===== src/rtl/usb_tx_pkg.sv =====
// Shared encodings for the USB TX scheduler: command codes, handshake PIDs,
// arbiter select values and the control FSM state type.
package usb_tx_pkg;

    localparam logic [3:0] TXP_IDLE  = 4'd0;
    localparam logic [3:0] TXP_DATA0 = 4'd1;
    localparam logic [3:0] TXP_DATA1 = 4'd2;
    localparam logic [3:0] TXP_ACK   = 4'd3;
    localparam logic [3:0] TXP_NAK   = 4'd4;
    localparam logic [3:0] TXP_STALL = 4'd5;

    localparam logic [1:0] HS_ACK   = 2'd0;
    localparam logic [1:0] HS_NAK   = 2'd1;
    localparam logic [1:0] HS_STALL = 2'd2;
    localparam logic [1:0] HS_RSVD  = 2'd3;

    localparam logic [1:0] SEL_NONE = 2'd0;
    localparam logic [1:0] SEL_HS   = 2'd1;
    localparam logic [1:0] SEL_DATA = 2'd2;

    typedef enum logic [2:0] {
        IDLE       = 3'd0,
        ISSUE      = 3'd1,
        WAIT_START = 3'd2,
        ACTIVE     = 3'd3,
        DONE       = 3'd4
    } state_t;

    // The reserved PID falls through to NAK.
    function automatic logic [3:0] hs_code(input logic [1:0] pid);
        logic [3:0] code;
        case (pid)
            HS_ACK:   code = TXP_ACK;
            HS_STALL: code = TXP_STALL;
            default:  code = TXP_NAK;
        endcase
        return code;
    endfunction

endpackage


===== src/rtl/usb_tx_arb.sv =====
// Request eligibility and handshake/data arbitration with a one-win fairness
// flag so data cannot be starved by back-to-back handshakes.
module usb_tx_arb #(
    parameter int MAX_LEN = 64
) (
    input  logic       clk_i,
    input  logic       rst_i,
    input  logic       hs_req_i,
    input  logic       data_req_i,
    input  logic [6:0] data_len_i,
    input  logic [6:0] buffer_occupancy_i,
    input  logic       arb_en_i,
    output logic [1:0] sel_o,
    output logic       data_oversize_o
);
    import usb_tx_pkg::*;

    localparam logic [7:0] MAX_LEN_W = 8'(MAX_LEN);

    logic fair_q;
    logic fair_d;
    logic data_elig;

    always_comb begin
        data_oversize_o = ({1'b0, data_len_i} > MAX_LEN_W);
        data_elig       = data_req_i && !data_oversize_o
                          && (buffer_occupancy_i >= data_len_i);

        sel_o = SEL_NONE;
        if (hs_req_i && data_elig) begin
            sel_o = fair_q ? SEL_DATA : SEL_HS;
        end else if (hs_req_i) begin
            sel_o = SEL_HS;
        end else if (data_elig) begin
            sel_o = SEL_DATA;
        end

        // A contested win by hs sets the flag; the next contested win goes to data and clears it.
        fair_d = fair_q;
        if (arb_en_i && hs_req_i && data_elig) begin
            fair_d = !fair_q;
        end
    end

    always_ff @(posedge clk_i or posedge rst_i) begin
        if (rst_i) begin
            fair_q <= 1'b0;
        end else begin
            fair_q <= fair_d;
        end
    end

endmodule


===== src/rtl/usb_tx_sched.sv =====
// USB TX scheduler: issues one tx_packet command at a time, follows it through
// the TX datapath handshake and reports done/err while keeping the data toggle.
module usb_tx_sched #(
    parameter int START_TIMEOUT = 16,
    parameter int MAX_LEN       = 64
) (
    input  logic       clk,
    input  logic       rst,
    input  logic       hs_req,
    input  logic [1:0] hs_pid,
    output logic       hs_grant,
    input  logic       data_req,
    input  logic [6:0] data_len,
    output logic       data_grant,
    input  logic [6:0] buffer_occupancy,
    input  logic       toggle_clr,
    output logic [3:0] tx_packet,
    input  logic       tx_transfer_active,
    input  logic       tx_error,
    output logic       busy,
    output logic       done,
    output logic       err,
    output logic       data_toggle
);
    import usb_tx_pkg::*;

    localparam int              CNT_W    = $clog2(START_TIMEOUT + 1);
    localparam logic [CNT_W-1:0] CNT_LAST = CNT_W'(START_TIMEOUT - 1);

    state_t           state_q, state_d;
    logic [CNT_W-1:0] cnt_q, cnt_d;
    logic             sticky_q, sticky_d;
    logic             is_data_q, is_data_d;
    logic [3:0]       hs_code_q, hs_code_d;
    logic             toggle_q, toggle_d;
    logic [3:0]       tx_packet_q, tx_packet_d;
    logic             hs_grant_q, hs_grant_d;
    logic             data_grant_q, data_grant_d;
    logic             busy_q, busy_d;
    logic             done_q, done_d;
    logic             err_q, err_d;

    logic [1:0]       sel;
    logic             data_oversize;
    logic             arb_en;

    assign arb_en = (state_q == IDLE);

    usb_tx_arb #(
        .MAX_LEN(MAX_LEN)
    ) u_arb (
        .clk_i              (clk),
        .rst_i              (rst),
        .hs_req_i           (hs_req),
        .data_req_i         (data_req),
        .data_len_i         (data_len),
        .buffer_occupancy_i (buffer_occupancy),
        .arb_en_i           (arb_en),
        .sel_o              (sel),
        .data_oversize_o    (data_oversize)
    );

    always_comb begin
        state_d      = state_q;
        cnt_d        = cnt_q;
        sticky_d     = sticky_q;
        is_data_d    = is_data_q;
        hs_code_d    = hs_code_q;
        toggle_d     = toggle_q;
        tx_packet_d  = TXP_IDLE;
        hs_grant_d   = 1'b0;
        data_grant_d = 1'b0;
        done_d       = 1'b0;
        err_d        = 1'b0;

        case (state_q)
            IDLE: begin
                if (sel == SEL_HS) begin
                    state_d    = ISSUE;
                    hs_grant_d = 1'b1;
                    is_data_d  = 1'b0;
                    hs_code_d  = hs_code(hs_pid);
                end else if (sel == SEL_DATA) begin
                    state_d      = ISSUE;
                    data_grant_d = 1'b1;
                    is_data_d    = 1'b1;
                end else if (data_req && data_oversize && !data_grant_q) begin
                    // Reject oversize payloads; guard keeps the level request from double-pulsing.
                    data_grant_d = 1'b1;
                    err_d        = 1'b1;
                end
            end
            ISSUE: begin
                if (is_data_q) begin
                    tx_packet_d = toggle_q ? TXP_DATA1 : TXP_DATA0;
                end else begin
                    tx_packet_d = hs_code_q;
                end
                cnt_d    = '0;
                sticky_d = 1'b0;
                state_d  = WAIT_START;
            end
            WAIT_START: begin
                if (tx_transfer_active) begin
                    state_d = ACTIVE;
                end else if (cnt_q == CNT_LAST) begin
                    err_d   = 1'b1;
                    state_d = IDLE;
                end else begin
                    cnt_d = cnt_q + 1'b1;
                end
            end
            ACTIVE: begin
                sticky_d = sticky_q | tx_error;
                if (!tx_transfer_active) begin
                    state_d = DONE;
                end
            end
            DONE: begin
                if (sticky_q) begin
                    err_d = 1'b1;
                end else begin
                    done_d = 1'b1;
                    if (is_data_q) begin
                        toggle_d = !toggle_q;
                    end
                end
                sticky_d = 1'b0;
                state_d  = IDLE;
            end
            default: state_d = IDLE;
        endcase

        if (toggle_clr) begin
            toggle_d = 1'b0;
        end

        busy_d = (state_d != IDLE);
    end

    always_ff @(posedge clk or posedge rst) begin
        if (rst) begin
            state_q      <= IDLE;
            cnt_q        <= '0;
            sticky_q     <= 1'b0;
            is_data_q    <= 1'b0;
            hs_code_q    <= TXP_IDLE;
            toggle_q     <= 1'b0;
            tx_packet_q  <= TXP_IDLE;
            hs_grant_q   <= 1'b0;
            data_grant_q <= 1'b0;
            busy_q       <= 1'b0;
            done_q       <= 1'b0;
            err_q        <= 1'b0;
        end else begin
            state_q      <= state_d;
            cnt_q        <= cnt_d;
            sticky_q     <= sticky_d;
            is_data_q    <= is_data_d;
            hs_code_q    <= hs_code_d;
            toggle_q     <= toggle_d;
            tx_packet_q  <= tx_packet_d;
            hs_grant_q   <= hs_grant_d;
            data_grant_q <= data_grant_d;
            busy_q       <= busy_d;
            done_q       <= done_d;
            err_q        <= err_d;
        end
    end

    assign tx_packet   = tx_packet_q;
    assign hs_grant    = hs_grant_q;
    assign data_grant  = data_grant_q;
    assign busy        = busy_q;
    assign done        = done_q;
    assign err         = err_q;
    assign data_toggle = toggle_q;

endmodule


===== config.mk =====
export PLATFORM = sky130hd
export DESIGN_NAME = usb_tx_sched
export DESIGN_NICKNAME = d
export VERILOG_FILES = /design/src/rtl/usb_tx_pkg.sv /design/src/rtl/usb_tx_arb.sv /design/src/rtl/usb_tx_sched.sv
export SDC_FILE = /design/constraint.sdc
export NUM_CORES = 1
export LEC_CHECK = 0
export BUFFER_PORTS_ARGS = -buffer_cell sky130_fd_sc_hd__buf_2
export CORE_UTILIZATION = 40
export CTS_CLUSTER_DIAMETER = 80
export CTS_CLUSTER_SIZE = 40
export DETAILED_ROUTE_END_ITERATION = 16
export PLACE_DENSITY_LB_ADDON = 0.15
export SLEW_MARGIN = 20
export SYNTH_ARGS = -nofsm -noshare
export SYNTH_HDL_FRONTEND = slang
export SYNTH_HIERARCHICAL = 1
export SYNTH_SLANG_ARGS = --single-unit

===== constraint.sdc =====
create_clock -name clk -period 2.6 [get_ports clk]
set_input_delay 0 -clock clk [delete_from_list [all_inputs] [get_ports clk]]
set_output_delay 0 -clock clk [all_outputs]
set_load 0.01 [all_outputs]

### Word level (Yosys, flattened, before mapping)

Index checks and enable logic that the tools add are counted.

| operators by class | value |
|---|---|
| add/subtract/negate cells | 1 |
| $lt $le $gt $ge | 2 |
| eq/ne operators | 11 |
| multiplexer cells | 38 |
| bitwise operators | 1 |
| reduce and logical (&&, ||, !) cells | 24 |

Operator list:

| cell | number |
|---|---|
| $mux 1 | 19 |
| $mux 3 | 5 |
| $pmux 3 s4 | 1 |
| $mux 2 | 5 |
| $mux 5 | 2 |
| $pmux 5 s2 | 1 |
| $reduce_bool 2->1 | 5 |
| $mux 4 | 2 |
| $ge 7x7->1 | 1 |
| $gt 7x7->1 const B | 1 |
| $logic_and 1x1->1 | 7 |
| $eq 3x2->1 const B | 2 |
| $ne 2x2->1 const B | 3 |
| $pmux 3 s2 | 1 |
| $reduce_and 3->1 | 2 |
| $add 5x1->5 const B | 1 |
| $eq 5x4->1 const B | 1 |
| $eq 2x2->1 const B | 2 |
| $logic_not 1->1 | 4 |
| $reduce_and 2->1 | 2 |
| $eq 3x1->1 const B | 1 |
| $eq 3x3->1 const B | 1 |
| $logic_not 3->1 | 1 |
| $pmux 1 s3 | 1 |
| other kinds (6) | 6 |

| storage, ports and cells | value |
|---|---|
| bits in registers | 25 |
| input port bits | 23 |
| logic and storage cells | 90 |

### Longest topological paths before layout

| depth | value |
|---|---|
| word-level depth | 12 |
| depth in mapped cells | 11 |
| depth with buffers taken out | 11 |

### By module

The synthesis kept the hierarchy.

Modules (own cells, without submodules):

| module | instances | cells each | area each (sq um) | sequential area each (sq um) |
|---|---|---|---|---|
| usb_tx_sched | 1 | 110 | 1091.0 | 550.5 |
| usb_tx_arb | 1 | 34 | 295.3 | 25.0 |

### Least setup slack after synthesis

Ideal clock, no wire load.

| path | value |
|---|---|
| path type | register to register |
| from | register cnt_q[0] |
| to | register cnt_q[1] |
| library setup time | 0.128 ns |
| data arrival time | 2.044 ns |
| required time | 2.472 ns |
| path slack | 0.429 ns |
| cell stages (with the launch flop) | 7 |
| cell sequence | dfrtp_1 ha_1 and3_1 ha_1 or4b_1 a21oi_2 mux2_1 |

| between the ends | value |
|---|---|
| word-level cells in the longest chain between the ends | 4 |
| elaborated cells between the ends (all ways) | 7 |
| those cells by class | add/sub (1); eq/ne (2); mux (3); reduce/logical (1) |

Ends and longest elaborated chain:

| what | line | source |
|---|---|---|
| start, declared | usb_tx_sched.sv:31 | `logic [CNT_W-1:0] cnt_q, cnt_d;` |
| start signal, assigned | usb_tx_sched.sv:157 | `cnt_q <= cnt_d;` |
| $add 5x1->5 | usb_tx_sched.sv:110 | `cnt_d = cnt_q + 1'b1;` |
| $mux 5 | usb_tx_sched.sv:106 | `end else if (cnt_q == CNT_LAST) begin` |
| $mux 5 | usb_tx_sched.sv:104 | `if (tx_transfer_active) begin` |
| $pmux 5 s2 | usb_tx_sched.sv:76 | `case (state_q)` |

Parallel ways exist; a longest one is shown, timed or not. The select of a mux whose other input is x is not followed.
A chain may end at the register's enable or synchronous reset.

### Final worst setup path

| path | value |
|---|---|
| from | register cnt_q[0] |
| to | register cnt_q[4] |

Same word-level chain as after synthesis.

==> results.sh <==
export IMPL_status="completed"
export IMPL_hold_viol=0
export IMPL_synth_edf_count=0
export IMPL_vias_per_cell=5.09
export IMPL_cts_root_buf="clkbuf_4"
export IMPL_area_growth_pct=20.0
export IMPL_antennaDiodeCount=0
export IMPL_grt_pass1_vias=1061
export IMPL_ant_nets=0
export IMPL_fillers=336
export IMPL_grt_max_degree=23
export IMPL_fin_crit_ns=2.35
export IMPL_drive_gt1_share_pct=25.4
export IMPL_netlist_instances=144
export IMPL_die_h_um=60.9
export IMPL_wl_met1_mm=1.19
export IMPL_grt_ovfl_total=0
export IMPL_cts_sinks=23
export IMPL_r2r_cells=6
export IMPL_clkTransAtPathRegs_ns=0.12
export IMPL_route_met2_wl_mm=1.39
export IMPL_nNetsFinal=216
export IMPL_synth_seq_cells=23
export IMPL_clk_latency_ns=0.30
export IMPL_cts_tree="done"
export IMPL_initial_core_util_pct=41.5
export IMPL_finalWirelength_mm=2.69
export IMPL_finalCritPeriodShare_pct=90.4
export IMPL_firstDrtPassIters=4
export IMPL_netlist_area_um2=1390
export IMPL_r2r_slack_ns=0.25
export IMPL_routabilityCongestion=0.793
export IMPL_wl_met3_um=83
export IMPL_critical_path_class="flop to flop"
export IMPL_yosysSeqAreaShare_pct=41.5
export IMPL_r2r_end="cnt_q[4]$_DFFE_PP0P_"
export IMPL_dpl_hpwl_mm=2.08
export IMPL_hp_start="data_len[6]"
export IMPL_avgRoutedWirePerCell_um=11.8
export IMPL_clk_path_buf_depth=2
export IMPL_power_mw=1.22
export IMPL_start_kind="flop"
export IMPL_yosys_warnings=6
export IMPL_worst_slew_pin_slew_ns=0.822
export IMPL_drc=0
export IMPL_grt_pass1_wl_mm=4.54
export IMPL_drtIter0Drc=19
export IMPL_synth_nets=178
export IMPL_setup_violations=0
export IMPL_postCtsHoldBufs=5
export IMPL_leakagePower_nw=0.840
export IMPL_hold_class="input port to flop"
export IMPL_synthArstFlopShare_pct=100
export IMPL_slew_violations=0
export IMPL_worst_ep_required_time_ns=2.80
export IMPL_synth_cell_types=46
export IMPL_setup_tns_final_ns=0
export IMPL_die_area_um2=3710
export IMPL_powerDensity_nw_per_um2=731
export IMPL_synthFlopType="dfrtp_1"
export IMPL_via_count=1155
export IMPL_io_pins=33
export IMPL_holdPathStages=4
export IMPL_grt_antenna_before_repair=0
export IMPL_ctsResizeCount=0
export IMPL_critPathMaxFanout=5
export IMPL_fin_worst_skew_ns=0.00283
export IMPL_avgSynthCellArea_um2=9.63
export IMPL_cts_buffers=3
export IMPL_hold_path_end="u_arb/fair_q$_DFFE_PP0P_"
export IMPL_die_w_um=60.9
export IMPL_port_buffers=31
export IMPL_rsz0062_at_grt="no"
export IMPL_h_tree_depth=1
export IMPL_r2r_start="cnt_q[0]$_DFFE_PP0P_"
export IMPL_crit_arrival_ns=2.55
export IMPL_top_layer="met4"
export IMPL_post_cts_buffers=0
export IMPL_max_cap_viol_count=0
export IMPL_end_kind="flop"
export IMPL_grtUsageTotal_pct=16.5
export IMPL_max_freq_ghz=0.425
export IMPL_relSlewSlack_pct=45.1
export IMPL_ir_drop_mv=0.208
export IMPL_core_area_um2=3340
export IMPL_rows=21
-- layout make-up --
cell class              count  area, µm²  area share (%)
clock buffers               4       26.3            1.58
inverters                  19       71.3            4.29
multi-input cells          98        721            43.3
repair buffers             37        213            12.8
well taps                  46       57.6            3.46
flip-flops and latches     23        576            34.6
-- cells by family (layout without fill, tap and decap cells) --
family	Yosys count	after routing	share of synthesized area, %
and+or+nand+nor	50	50	22.2
AOI/OAI and AO/OA	30	30	15.3
DFF	23	23	41.5
buffers and inverters	23	60	6.50
adders and majority gates	11	11	9.93
muxes	4	4	3.07
xor gates and xnor gates	2	2	1.26
other	1	1	0.270
-- state kept, by name, summed over array words and instances, names as in the netlist --
signal,cells
cnt_q,5
hs_code_q,3
state_q,3
tx_packet,3
busy,1
data_grant,1
data_toggle,1
done,1
err,1
hs_grant,1
is_data_q,1
sticky_q,1
u_arb/fair_q,1
-- cells in the final DEF, fill, tap and decap left out, types with 3 or more instances in the layout --
cell type	count
nand2_1	7
clkbuf_4	3
inv_1	15
ha_1	11
nor2_1	9
and3_1	4
buf_2	31
nand2b_1	3
dlygate4sd3_1	5
a21oi_1	9
o21ai_0	5
and2_1	3
nand3_1	3
dfrtp_1	23
or4b_1	3
inv_2	4
-- through the flow --
stage	instances	worst slack [ns]	hold slack [ns]	instance area [µm²]	util [%]
floorplan	144	0.429	-0.271	1390	-
global placement	218	0.373	-0.157	1590	47.6
detailed placement	218	0.277	-0.156	1590	47.6
CTS	227	0.253	0.0409	1660	49.9
global route	227	0.154	0.0701	1660	49.9
finish	227	0.248	0.0474	1660	49.9
-- how the worst max path moves through the flow --
| stage | startpoint | end | slack [ns] | cells past startpoint |
|---|---|---|---|---|
| finish | cnt_q[0]$_DFFE_PP0P_ | cnt_q[4]$_DFFE_PP0P_ | 0.25 | 6 |
| global route | cnt_q[0]$_DFFE_PP0P_ | cnt_q[1]$_DFFE_PP0P_ | 0.15 | 6 |
| CTS | cnt_q[0]$_DFFE_PP0P_ | cnt_q[4]$_DFFE_PP0P_ | 0.25 | 6 |
| detailed placement | cnt_q[0]$_DFFE_PP0P_ | cnt_q[4]$_DFFE_PP0P_ | 0.28 | 6 |
| global placement | cnt_q[0]$_DFFE_PP0P_ | cnt_q[1]$_DFFE_PP0P_ | 0.37 | 6 |
| floorplan | cnt_q[0]$_DFFE_PP0P_ | cnt_q[1]$_DFFE_PP0P_ | 0.43 | 6 |
-- worst max-delay path: stages (launching register included) --
cell and delay, ns:
dfrtp_1 0.43, ha_1 0.25, and3_1 0.19, ha_1 0.22
or4b_1 0.57, a21oi_2 0.25, mux2_1 0.34
-- report_power, final --
group | internal, mW | total [mW] | leakage, nW | switching, mW
clock network | 0.0597 | 0.163 | 0.0150 | 0.103
registers | 0.468 | 0.605 | 0.295 | 0.137
logic | 0.228 | 0.449 | 0.531 | 0.221
-- Yosys cell counts, types with 3 or more instances --
cell / count / area share [%]
and2_1: 3 / 1.4
nor2_1: 9 / 2.4
a21oi_1: 9 / 3.2
nand3_1: 3 / 1.1
inv_2: 4 / 1.1
nand2_1: 7 / 1.9
or4b_1: 3 / 2.2
nand2b_1: 3 / 1.4
inv_1: 15 / 4.1
clkbuf_1: 3 / 0.81
dfrtp_1: 23 / 42
ha_1: 11 / 9.9
o21ai_0: 5 / 1.8
and3_1: 4 / 1.8
-- metal layers --
metal  track usage [%]  up-vias
li1                  -      580
met1              19.3      547
met2              30.5       26
met3              2.56        2
met4              5.84        0
met5                 0        -
(Power assumes the default switching activity.)
